## config.mk

```make
export PLATFORM = sky130hd
export DESIGN_NAME = slice_mem_ctrl
export DESIGN_NICKNAME = d
export VERILOG_FILES = /design/src/rtl/slice_mem_ctrl.sv
export SDC_FILE = /design/constraint.sdc
export NUM_CORES = 1
export LEC_CHECK = 0
export CAP_MARGIN = 20
export CORE_ASPECT_RATIO = 0.75
export CORE_MARGIN = 2
export CORE_UTILIZATION = 38
export CTS_CLUSTER_SIZE = 16
export DETAILED_ROUTE_END_ITERATION = 12
export PLACE_DENSITY = 0.65
export SLEW_MARGIN = 25
export SYNTH_ARGS = -nofsm -noshare
export SYNTH_HDL_FRONTEND = slang
export SYNTH_SLANG_ARGS = --single-unit
export TNS_END_PERCENT = 50
```

## constraint.sdc

```tcl
create_clock -name i_clk -period 1.9 [get_ports i_clk]
set_clock_uncertainty 0.1 [all_clocks]
set_input_delay 0.38 -clock i_clk [delete_from_list [all_inputs] [get_ports i_clk]]
set_output_delay 0.38 -clock i_clk [all_outputs]
set_load 0.05 [all_outputs]
```

## src/rtl/slice_mem_ctrl.sv

```systemverilog
// slice_mem_ctrl: counts pixels/windows/rows for the slice_mem bank, gates dvi,
// and sequences the drain, download and clear that follow each frame.
module slice_mem_ctrl #(
    parameter int BLOCKSIZE = 8,
    parameter int WPI       = 32,
    parameter int WINROWS   = 16,
    parameter int DRAIN     = 2,
    localparam int WW       = $clog2(WPI)
) (
    input  logic          i_clk,
    input  logic          i_reset_n,
    input  logic          i_dvi,
    output logic          o_ready,
    output logic          o_dvi_mem,
    output logic          o_newwin,
    output logic          o_download,
    output logic          o_clr,
    output logic          o_dvo,
    output logic [WW-1:0] o_win_idx,
    output logic          o_frame_done,
    output logic          o_overrun
);
    localparam int BW = $clog2(BLOCKSIZE);
    localparam int RW = WINROWS > 1 ? $clog2(WINROWS) : 1;
    localparam int DW = DRAIN > 1 ? $clog2(DRAIN) : 1;
    localparam logic [BW-1:0] B_MAX = BW'(BLOCKSIZE - 1);
    localparam logic [WW-1:0] W_MAX = WW'(WPI - 1);
    localparam logic [RW-1:0] R_MAX = RW'(WINROWS - 1);
    localparam logic [DW-1:0] D_MAX = DW'(DRAIN - 1);

    typedef enum logic [1:0] {OP, WAIT, DOWNLOAD, CLR} state_t;

    state_t        r_state;
    logic [BW-1:0] r_dvcount;
    logic [WW-1:0] r_wincount;
    logic [RW-1:0] r_rowcount;
    logic [DW-1:0] r_drain;
    logic [WW-1:0] r_win_idx;
    logic          r_dvo;
    logic          r_overrun;
    logic          w_op;
    logic          w_dvi_mem;
    logic          w_done;

    assign w_op         = r_state == OP;
    assign w_dvi_mem    = i_dvi & w_op;
    assign w_done       = w_dvi_mem & (r_dvcount == B_MAX) & (r_wincount == W_MAX) & (r_rowcount == R_MAX);
    assign o_ready      = w_op;
    assign o_dvi_mem    = w_dvi_mem;
    assign o_newwin     = (w_op & (r_dvcount == B_MAX)) | (r_state == DOWNLOAD);
    assign o_download   = r_state == DOWNLOAD;
    assign o_clr        = r_state == CLR;
    assign o_dvo        = r_dvo;
    assign o_win_idx    = r_win_idx;
    assign o_frame_done = w_done;
    // A dropped pixel is flagged in the very cycle it is offered, then held.
    assign o_overrun    = r_overrun | (i_dvi & ~w_op);

    always_ff @(posedge i_clk) begin
        if (!i_reset_n) begin
            r_state    <= OP;
            r_dvcount  <= '0;
            r_wincount <= '0;
            r_rowcount <= '0;
            r_drain    <= '0;
            r_win_idx  <= '0;
            r_dvo      <= 1'b0;
            r_overrun  <= 1'b0;
        end else begin
            r_dvo <= r_state == DOWNLOAD;
            if (r_state == DOWNLOAD) r_win_idx <= r_wincount;
            if (i_dvi & ~w_op) r_overrun <= 1'b1;
            case (r_state)
                OP: begin
                    if (w_dvi_mem) begin
                        if (r_dvcount == B_MAX) begin
                            r_dvcount <= '0;
                            if (r_wincount == W_MAX) begin
                                r_wincount <= '0;
                                if (r_rowcount == R_MAX) begin
                                    r_rowcount <= '0;
                                    r_state    <= WAIT;
                                end else r_rowcount <= r_rowcount + 1'b1;
                            end else r_wincount <= r_wincount + 1'b1;
                        end else r_dvcount <= r_dvcount + 1'b1;
                    end
                end
                WAIT: begin
                    if (r_drain == D_MAX) begin
                        r_drain <= '0;
                        r_state <= DOWNLOAD;
                    end else r_drain <= r_drain + 1'b1;
                end
                DOWNLOAD: begin
                    if (r_wincount == W_MAX) begin
                        r_wincount <= '0;
                        r_state    <= CLR;
                    end else r_wincount <= r_wincount + 1'b1;
                end
                CLR: begin
                    r_wincount <= '0;
                    r_state    <= OP;
                end
                default: r_state <= OP;
            endcase
        end
    end
endmodule

```

== Word level (Yosys, flattened, before mapping) ==
Cells that the tools add are included.
Widths: inputs -> output; s select.

* Register bits: 22
* Bits of input ports: 3

* Bitwise logic cells: 9
* Reduce and logical (&&, ||, !) cells: 6
* Muxes and demuxes: 14
* Add/subtract/negate cells: 4
* Equal/unequal tests: 12

{| class="wikitable"
|+ Operator list
! kind !! count
|-
| $mux 5 || 3
|-
| $pmux 5 s3 || 1
|-
| $mux 2 || 6
|-
| $ne 2x1->1 const B || 5
|-
| $pmux 2 s4 || 1
|-
| $and 1x1->1 || 6
|-
| $reduce_and 6->1 || 1
|-
| $add 5x1->5 const B || 1
|-
| $eq 5x5->1 const B || 1
|-
| $add 4x1->4 const B || 1
|-
| $eq 2x2->1 const B || 2
|-
| $eq 4x4->1 const B || 1
|-
| $mux 4 || 1
|-
| $reduce_and 4->1 || 1
|-
| $add 3x1->3 const B || 1
|-
| $eq 3x3->1 const B || 1
|-
| $mux 3 || 1
|-
| $reduce_and 3->1 || 1
|-
| $reduce_bool 3->1 || 1
|-
| $eq 2x1->1 const B || 1
|-
| $logic_not 2->1 || 1
|-
| $ne 2x2->1 const B || 1
|-
| $or 1x1->1 || 2
|-
| $reduce_and 2->1 || 1
|-
| other kinds (3) || 3
|}

== Depth between registers and ports, before layout ==
* Word-level depth: 6
* Depth in mapped cells: 6
* Depth with buffers taken out: 6

== Worst setup path before layout ==
OpenSTA, ideal clock, no wires.

* Kind: register to output
* Start point: register r_state[0]
* End point: output o_frame_done
* Data arrival time: 1.993 ns
* Cell stages (with the launch flop): 6
* Path buffers: 1
* Setup slack: -0.573 ns
* Data required time: 1.420 ns
* Path through: dfxtp_1 -> inv_1 -> ha_1 -> buf_6 -> nand4_2 -> nor2_1

* Longest elaborated chain between the ends: 5

{| class="wikitable"
|+ Ends and longest elaborated chain
! element !! line !! source
|-
| from (decl) || 33 || <nowiki>state_t r_state;</nowiki>
|-
| from (signal assigned) || 61 || <nowiki>r_state <= OP;</nowiki>
|-
| from (signal assigned) || 82 || <nowiki>r_state <= WAIT;</nowiki>
|-
| from (signal assigned) || 91 || <nowiki>r_state <= DOWNLOAD;</nowiki>
|-
| $logic_not 2->1 || 45 || <nowiki>assign w_op = r_state == OP;</nowiki>
|-
| via o_ready || 13 || <nowiki>output logic o_ready,</nowiki>
|-
| $and 1x1->1 || 46 || <nowiki>assign w_dvi_mem = i_dvi & w_op;</nowiki>
|-
| $and 1x1->1 (3 in a row) || 47 || <nowiki>assign w_done = w_dvi_mem & (r_dvcount == B_MAX) & (r_wincount == W_MAX) & (r_rowcount == R_MAX);</nowiki>
|-
| to (decl) || 20 || <nowiki>output logic o_frame_done,</nowiki>
|}

The timed path passes the listed nets, and every way through them passes these cells.

== Final worst setup path ==
* Start point: register r_wincount[1]
* End point: output o_frame_done

* Longest elaborated chain between the ends: 3

{| class="wikitable"
|+ Ends and longest elaborated chain
! element !! line !! source
|-
| from (decl) || 35 || <nowiki>logic [WW-1:0] r_wincount;</nowiki>
|-
| from (signal assigned) || 84 || <nowiki>end else r_wincount <= r_wincount + 1'b1;</nowiki>
|-
| from (signal assigned) || 98 || <nowiki>end else r_wincount <= r_wincount + 1'b1;</nowiki>
|-
| $eq 5x5->1 || 47 ||
|-
| $and 1x1->1 (2 in a row) || 47 ||
|}

No other way between the ends.

==> results.md <==
* Iter 0 DRT Violations at 29
* H-Tree Level Count at 1
* Max Clk Rate at 494 MHz
* Worst min-delay path class: register to register
* Pins Over Slew Limit at 0
* Total Routed Length at 2520 µm
* # IOs at 16
* Final std cells w/o fill at 191
* XOR/XNOR Fraction of Synth Area at 0.780%
* Reg clk slew, reported paths at 70 ps
* Synth warnings at 0
* Post-CTS Hold Fix Bufs at 0
* Slew headroom at 74.5%
* Total track usage at 17.3%
* First-pass GRT wire length at 4390 µm
* Via density per instance at 5.06
* Sequential fraction of the synthesis area at 39.2%
* Syn-to-layout area delta at 47.8%
* Synth Area in Simple Gates at 19.5%
* Area fraction of the dominant cell type after synthesis at 39.2%
* Gr busiest metal: met2
* Grt total ovfl at 0
* Status: finished with violations
* Yosys top cell by area: dfxtp_1
* WL/cell at 13.2 µm
* Maximum VDD drop at 323 µV
* Setup crit start kind: register
* Antenna-violating nets left at 0
* DRC Markers at 0
* Crit-path max FO at 2
* Hpwl dp at 1780 µm
* CTS tree: yes
* Final setup fails at 4
* Largest family of logic cells by synthesized area: simple AND/OR/NAND/NOR gates
* R2R Path Start: r_wincount[1]$_SDFFE_PN0P_
* CP required at 1420 ps
* CP Class: register to primary output
* Final net count at 169
* DRT Pass-1 Iters at 4
* Fill cell count at 256
* Mean Syn Cell Area at 9.59 µm²
* Syn Nets at 131
* Final min period at 2030 ps
* Die W at 66.8 µm
* Clk_lat worst skew at 260 ps
* Reg2Reg Depth at 7
* Maxcap violations at 0
* Die area at 3410 µm²
* Worst Setup End Kind: primary output
* Final Cycle Share at 107%
* I/O Buffers at 15
* Buf/Inv on CP at 2
* Count leader, synth: dfxtp_1
* GRT met2 Usage at 29.3%
* Largest delay share family, worst path: simple AND/OR/NAND/NOR gates
* Root buf cell: clkbuf_8
* Die Y at 51.1 µm
* Async S/R FF share, synth at 0%
* Placed Cells at 182
* Flops & latches, synth at 22
* Initial antenna violation count at 0
* Post-synthesis adder-cell area fraction at 12.3%
* RSZ-0062 raised after global routing: yes
* Mux contribution to synthesized area at 8.03%
* Critical path depth at 7
* LEAKAGE at 0.676 nW
* Critical Path Slowest Stage Cell: dfxtp_2
* Largest net degree at the start of global routing at 16
* Total power at 0.000799 W
* Hold Vio Cnt, Final at 0
* Worst setup endpoint: o_frame_done
* Violated checks: negative setup slack
* CTS Buf Count at 3
* RR Endpoint: r_wincount[3]$_SDFFE_PN0P_
* Cell row count at 17
* Post-synthesis cell type count at 33
* Met3 usage in global routing at 5.29%
* Dpl ws at -106 ps
* Grt met1 use at 21.0%
* # diodes at 0
* Cell Pwr Density at 481 nW/µm²
* GPL Wtd Cong at 0.889
* Post-synth top flop: dfxtp_1
* Largest cells by area after synthesis: dfxtp_1 39%, ha_1 12%, mux2i_1 8.0%
* R2R setup slack at -90 ps
* Core area at 2870 µm²
* Cell mode on critical path: ha_4
* Cells after Synth at 117
* Layout cells sized above 1 at 37.9%
* Synth top cells by count: 22 x dfxtp_1, 11 x ha_1, 10 x nor2_1
* Max incr delay on CP at 360 ps
* Initial Util at 39.1%
* Number of global-route vias before repair at 939
* Critical Path AT at 1550 ps
* CTS Sinks at 22
* Max clock buf depth at 2
* Actual slew at the worst max-slew pin at 378 ps
* Post-synth EDFFs at 0
* Cell chain of the critical path: ha_4 -> and3_4 -> ha_4 -> buf_6 -> nand4_4 -> nor2_4 -> buf_12
* Mapped Area at 1120 µm²
* Worst setup path startpoint: r_wincount[1]$_SDFFE_PN0P_
* Post-synthesis compound-gate area fraction at 15.7%
* DR vias at 967
* Fin worst setup slack at -126 ps
## worst min-delay path by stage
stage	start	to	cells past startpoint
floorplan	r_dvcount[1]$_SDFFE_PN0P_	r_dvcount[1]$_SDFFE_PN0P_	2
global placement	r_dvcount[1]$_SDFFE_PN0P_	r_dvcount[1]$_SDFFE_PN0P_	2
detailed placement	r_dvcount[1]$_SDFFE_PN0P_	r_dvcount[1]$_SDFFE_PN0P_	2
CTS	r_dvcount[1]$_SDFFE_PN0P_	r_dvcount[1]$_SDFFE_PN0P_	2
global route	r_dvcount[1]$_SDFFE_PN0P_	r_dvcount[1]$_SDFFE_PN0P_	2
finish	r_dvcount[1]$_SDFFE_PN0P_	r_dvcount[1]$_SDFFE_PN0P_	2
## routing by layer
layer  up-vias  part of all wire, %
li1        491                    -
met1       457                   46
met2        14                   49
met3         5                  4.1
met4         0                  1.3
met5         -                    0
## per-stage QoR
step / setup TNS, ps / hold slack, ps / util [%] / instance area [µm²]
4_1_cts: -218 / 374 / 56.9 / 1640
3_5_place_dp: -231 / 363 / 51.7 / 1480
3_3_place_gp: -39.8 / 345 / 51.7 / 1480
5_1_grt: -854 / 412 / 57.8 / 1660
6_report: -263 / 367 / 57.8 / 1660
2_1_floorplan: -87.2 / 336 / - / 1130
## cells in the final DEF (no fill, tap or decap), drive strengths merged, types with 2 or more instances in the layout
master | Yosys | routed
nand2 | 8 | 8
dfxtp | 22 | 22
nor2 | 10 | 10
ha | 11 | 11
clkbuf | 2 | 3
clkdlybuf4s50 | 0 | 2
or4b | 2 | 2
and2 | 2 | 2
and3 | 2 | 2
nor2b | 2 | 2
a21oi | 7 | 7
o311ai | 2 | 2
nand4 | 2 | 2
mux2i | 9 | 9
o21ai | 7 | 7
buf | 2 | 35
inv | 7 | 7
nand3 | 4 | 4
or3 | 3 | 3
a21o | 2 | 2
## area by class of cell
cell class	count	area (µm²)	share of cell area (%)
clock buffers	3	41.3	2.49
multi-input cells	84	724	43.7
well taps	38	47.5	2.87
inverters	7	26.3	1.58
flip-flops and latches	22	445	26.8
repair buffers	37	374	22.5
## power by group
group	total, W	switching [W]	leakage (nW)	internal (W)
clock network	0.000286	0.000145	0.0216	0.000142
logic	0.0000450	0.0000241	0.475	0.0000210
registers	0.000467	0.00000270	0.180	0.000464
## sequential cells by signal (all words and copies together), names as in the netlist
register    count
r_state         2
r_overrun       1
o_win_idx       5
r_dvcount       3
r_wincount      5
r_drain         1
r_rowcount      4
o_dvo           1
## cells by family (layout without fill, tap and decap cells)
group,count (synthesis),count (layout)
compound gates,23,23
xor+xnor,1,1
fa+ha+maj,11,11
buf+inv,11,47
flops,22,22
mux,9,9
simple gates,40,40
## worst register-to-register path: stages, from the launching register on
cell	delay (ps)
dfxtp_2	340
ha_4	160
and3_4	180
ha_4	160
buf_4	130
or3_4	360
or2_4	250
o41ai_2	220
## repair_timing
item | 4_1_cts | 5_1_grt
resized for setup | 13 | 9
endpoints found under the setup margin | 8 | 14
setup buffers | 6 | 0
gates cloned | 0 | 0
pin swaps | 5 | 1
(Power assumes the default switching activity.)
